==> src/rtl/tl_traffic_source.sv <==
// Transaction-layer traffic source: pushes numbered 12-bit words into four
// ingress FIFOs, one word per lane per cycle, throttled by almost-full.
module tl_traffic_source #(
  parameter int WORDS_PER_LANE = 8,
  parameter int DATA_W         = 12
) (
  input  logic              clk,
  input  logic              reset,
  input  logic              start,
  input  logic              stop,
  input  logic [3:0]        lane_en,
  input  logic [3:0]        almost_full,
  output logic [3:0]        push_out,
  output logic [DATA_W-1:0] data_out0,
  output logic [DATA_W-1:0] data_out1,
  output logic [DATA_W-1:0] data_out2,
  output logic [DATA_W-1:0] data_out3,
  output logic              busy,
  output logic              done,
  output logic [9:0]        sent_total
);

  localparam logic [7:0] WPL = 8'(WORDS_PER_LANE);

  typedef enum logic [1:0] {
    S_IDLE,
    S_RUN,
    S_DONE
  } state_t;

  state_t            state;
  state_t            state_nxt;
  logic [3:0]        lane_act;
  logic [7:0]        seq [4];
  logic [DATA_W-1:0] data_q [4];
  logic [3:0]        fire;
  logic [9:0]        fire_cnt;
  logic              complete;
  logic              launch;

  // class field scrambles the low seq bits with the lane id
  function automatic logic [DATA_W-1:0] word(
    input logic [1:0] lane,
    input logic [7:0] s
  );
    return {s[1:0] ^ lane, lane, s};
  endfunction

  always_comb begin
    complete = 1'b1;
    for (int n = 0; n < 4; n++) begin
      if (lane_act[n] && seq[n] != WPL)
        complete = 1'b0;
    end
  end

  always_comb begin
    state_nxt = state;
    fire      = '0;
    launch    = 1'b0;
    unique case (state)
      S_IDLE: begin
        if (start && !stop && lane_en != 4'd0) begin
          state_nxt = S_RUN;
          launch    = 1'b1;
        end
      end
      S_RUN: begin
        if (stop) begin
          state_nxt = S_IDLE;
        end else if (complete) begin
          state_nxt = S_DONE;
        end else begin
          for (int n = 0; n < 4; n++)
            fire[n] = lane_act[n] & ~almost_full[n] & (seq[n] < WPL);
        end
      end
      S_DONE: state_nxt = S_IDLE;
      default: state_nxt = S_IDLE;
    endcase
  end

  always_comb begin
    fire_cnt = '0;
    for (int n = 0; n < 4; n++)
      fire_cnt = fire_cnt + 10'(fire[n]);
  end

  always_ff @(posedge clk) begin
    if (reset) begin
      state      <= S_IDLE;
      lane_act   <= '0;
      push_out   <= '0;
      sent_total <= '0;
      for (int n = 0; n < 4; n++) begin
        seq[n]    <= '0;
        data_q[n] <= '0;
      end
    end else begin
      state    <= state_nxt;
      push_out <= fire;
      if (launch) begin
        lane_act   <= lane_en;
        sent_total <= '0;
        for (int n = 0; n < 4; n++)
          seq[n] <= '0;
      end else begin
        sent_total <= sent_total + fire_cnt;
        for (int n = 0; n < 4; n++) begin
          if (fire[n]) begin
            seq[n]    <= seq[n] + 8'd1;
            data_q[n] <= word(2'(n), seq[n]);
          end
        end
      end
    end
  end

  assign data_out0 = data_q[0];
  assign data_out1 = data_q[1];
  assign data_out2 = data_q[2];
  assign data_out3 = data_q[3];
  assign busy      = (state == S_RUN);
  assign done      = (state == S_DONE);

endmodule

==> config.mk <==
export PLATFORM = sky130hd
export DESIGN_NAME = tl_traffic_source
export DESIGN_NICKNAME = d
export VERILOG_FILES = /design/src/rtl/tl_traffic_source.sv
export SDC_FILE = /design/constraint.sdc
export NUM_CORES = 1
export LEC_CHECK = 0
export BUFFER_PORTS_ARGS = -buffer_cell sky130_fd_sc_hd__buf_4
export CORE_MARGIN = 2
export CORE_UTILIZATION = 45
export DETAILED_ROUTE_END_ITERATION = 10
export PLACE_DENSITY = 0.73
export SETUP_SLACK_MARGIN = 0.1
export SLEW_MARGIN = 20
export SYNTH_ARGS = -nofsm -noshare
export SYNTH_HDL_FRONTEND = slang
export SYNTH_SLANG_ARGS = --single-unit
==> constraint.sdc <==
create_clock -name clk -period 3.2 [get_ports clk]
set_input_delay 0.32 -clock clk [delete_from_list [all_inputs] [get_ports clk]]
set_output_delay 0.32 -clock clk [all_outputs]
set_load 0.02 [all_outputs]
==> run summary <==
The worst pin sits at a relative slew slack of 56.8%. Share of the cycle needed by the critical path after routing: 96.7%. Data on the critical path is required at its endpoint by 3.46 ns. For this run, the number of Yosys warnings is 0. The maximum frequency from static timing analysis was 0.323 GHz.

Most repeated cell in the gate-level netlist after synthesis: edfxtp_1. The portion of synthesized cell area occupied by the leading cell type came out at 49.6%. Detailed placement ended at an HPWL of 4710 um. The via count of the first global-routing pass came out at 2141. Data arrives at the worst endpoint at 3.36 ns. After synthesis, the share of flip-flops with an asynchronous set or reset is 0%.

The die covers 8940 um^2. For the number of max-slew violations in the final report, the log shows 0. The gate family responsible for the most delay along the worst path is simple AND/OR/NAND/NOR gates. The global-route wire length before repair was 10200 um. The floorplan step defined a core boundary enclosing 8090 um^2.

In this run the horizontal extent of the chip is 94.6 um. The tools report the cell-internal power as 1.67 mW. TritonCTS built the clock tree. The overall die height is 94.6 um, and the antenna diode instance count is 0. The master of the slowest instance on the critical path is or4b_4. After routing, the total negative slack on setup checks comes to 0 ns. The initial antenna violation count was 0; the starting utilization of the core area was 45.6%. The biggest area contributor in the post-synthesis netlist is edfxtp_1. The total clock sinks is 91.

The post-synthesis cell count is 266, and the switching share of total power is 24.7%. For the number of filler cells placed in the layout, the log shows 686. Traced cell by cell, the critical path runs through or4_4 > or4b_4 > nor2_4 > fa_1 > fa_2 > inv_2 > fa_2 > nor2b_2 > nand4_1 > xor2_1 > nor2_1.

The sequential cells in the finished layout cover a total of 2430 um^2. The distinct cell type count after synthesis is 47, and the synthesized area is 3690 um^2. Timing analysis after detailed placement gives a worst setup slack of -0.0350 ns.

The run gives 65.9% as the sequential area share after synthesis. After clock tree synthesis, the clock-pin slew on the worst setup and hold paths is 0.10 ns. The cell seen most often among critical-path stages is fa_2. For the post-cts hold buffer count, the log shows 0.

In this run the static leakage power is 1.98 nW. The run gives 0 as the remaining global-route overflow. The largest stage delay on the critical path is 0.56 ns, and the worst hold margin is 0.192 ns.

The flow ran to the end, and the final reports show no timing, DRC or antenna violations. Setup violations remaining at the end of the flow were counted as 0. STA classifies the critical path endpoint as a flop. Of all nets on the critical path, the largest fanout is 4. After the first detailed-routing iteration, the DRC count stood at 130. The number of input and output port buffers inserted came out at 71. Clock skew on the completed layout was measured at 0.0149 ns. From synthesis to final layout, the design area changed by 25.8%. The worst setup path is launched from a flop. The minimum clock period after layout is 3.09 ns, and the final count of hold timing violations is 0. The H-tree generated during clock tree synthesis spans 3 levels. The post-route netlist has 29.4% of its cells at a drive strength greater than 1. The run gives 29 as the maximum number of pins on one net before global-route repair. Once routing completed, OpenROAD measured the worst setup slack at 0.105 ns. Detailed routing inserted a total of 2309 vias. The number of buffers and inverters on the critical path is 1. The synthesized design contains 91 register bits. Commonest register cell after synthesis: edfxtp_1. By area the synthesized netlist is led by edfxtp_1 (50%), dfxtp_1 (16%), and3_1 (3.7%). The per-cell via count in the routed design works out to 4.75.

The logs give 76 for the I/O pin count and 0 for the number of buffers inserted by post-CTS setup repair. The combined area of the multi-input logic cells is 1260 um^2, and the power per cell area is 477 nW/um^2. After synthesis, the mean cell area works out to 13.9 um^2. In this run the clock root is driven by a clkbuf_8.

The run gives 7.9% as the power share of the combinational group. Dividing the detail-routed wire length by the instance count gives 13.2 um. The number of synthesized flops with an enable pin is 61. The worst-case IR drop observed on VDD is 0.186 mV. The net switching power of the design is 0.547 mW, and the number of buffers on the longest clock path is 2.

The clock network is responsible for 32.1% of the overall power. Before antenna repair, the detailed router went through 4 iterations. The logs give 0 for the count of nets left with antenna violations after detail routing and 0.36 ns for the latest clock arrival within the worst-skew pair. The logs give 6420 um for the overall routed net length and 0 for the final routed DRC violation total. The tightest min-delay check is of the primary input to flop type.

The kind of critical path was flop to flop. The logs give 60.0% for the share of total power in sequential cells and 398 for the post-layout net count. The overall global routing resource usage was 15.4%; the CTS buffer count was 9.

The slew of the pin with the lowest slew margin was 0.646 ns. By count the netlist is led by edfxtp_1 (61), dfxtp_1 (30), and3_1 (22), nor2_1 (20). For the reported max-cap violation count, the log shows 0. Number of standard-cell rows in the floorplan: 33. The congestion estimate from routability-driven global placement came to 0.776. Setup repair after global routing could not meet its margin everywhere.
-- what timing repair did --
item	in CTS	in global routing
pin swaps	1	6
setup endpoints to repair	8	8
resized for setup	5	2
-- power groups by stage --
stage / logic, mW / clock network (mW) / registers (mW)
after floorplan: 0.0695 / 0 / 1.39
after global placement: 0.171 / 0 / 1.35
after detailed placement: 0.174 / 0 / 1.36
after CTS: 0.175 / 0.730 / 1.33
after global routing: 0.191 / 0.787 / 1.33
final: 0.174 / 0.711 / 1.33
-- layout make-up --
| class | count | share of cell area [%] |
|---|---|---|
| Tap cell | 105 | 2.83 |
| Multi-Input combinational cell | 183 | 27.1 |
| Clock buffer | 9 | 2.67 |
| Inverter | 11 | 0.889 |
| Clock inverter | 7 | 1.19 |
| Sequential cell | 91 | 52.4 |
| Timing Repair Buffer | 80 | 12.9 |
-- worst paths after layout --
path / cells past startpoint / slack, ns / to / startpoint
worst max-delay path: 11 / 0.11 / sent_total[6] / seq[0][6]
worst min-delay path: 2 / 0.19 / lane_act[2] / reset
worst max register to register: 11 / 0.11 / sent_total[6] / seq[0][6]
worst min register to register: 1 / 0.48 / seq[2][5] / seq[2][5]
-- registers in the layout (all words and copies together) (netlist names) --
signal	count
sent_total	10
lane_act	4
push_out	4
seq	32
data_q	39
state	2
-- cell usage in the layout, fill, tap and decap left out, types with 3 or more instances in the layout --
master / netlist / routed
dfxtp_1: 30 / 30
mux2i_1: 4 / 4
inv_6: 0 / 5
edfxtp_1: 61 / 61
nand2_1: 9 / 9
a21oi_1: 4 / 4
buf_4: 9 / 80
inv_1: 11 / 10
nand4_1: 3 / 3
ha_1: 7 / 7
xor2_1: 9 / 9
and3_1: 22 / 22
and2_1: 11 / 11
clkbuf_8: 0 / 9
conb_1: 1 / 36
nor2_1: 20 / 19
nand3_1: 4 / 4
o21ai_0: 4 / 4
nor2b_1: 5 / 4
xnor2_1: 5 / 5
-- metrics by stage --
step	cell area, um^2	cells	power (mW)	utilization, %
5_1_grt	4640	486	2.31	57.4
3_3_place_gp	4440	470	1.52	54.9
6_report	4640	486	2.21	57.4
2_1_floorplan	3820	301	1.45	-
4_1_cts	4640	486	2.23	57.3
3_5_place_dp	4440	470	1.53	54.9
-- logic make-up (layout without fill, tap and decap cells) --
kind of cell / count (synthesis) / count (layout) / share of synthesized area, %
simple gates: 100 / 100 / 16.8
flops: 91 / 91 / 65.9
buf+inv: 27 / 107 / 4.10
compound gates: 19 / 19 / 4.71
xor+xnor: 14 / 14 / 3.32
fa+ha+maj: 10 / 10 / 4.00
mux: 4 / 4 / 1.08
other cells: 1 / 36 / 0.102
-- per-layer routing --
layer  global-route usage (%)  part of all wire [%]  vias up
met5                        0                     0        -
met4                     9.30                   3.1        0
met3                     3.43                   5.7       15
met2                     23.0                    47       84
met1                     20.5                    44     1071
li1                         -                     -     1139
No activity file was read; power rests on OpenSTA's default activity.
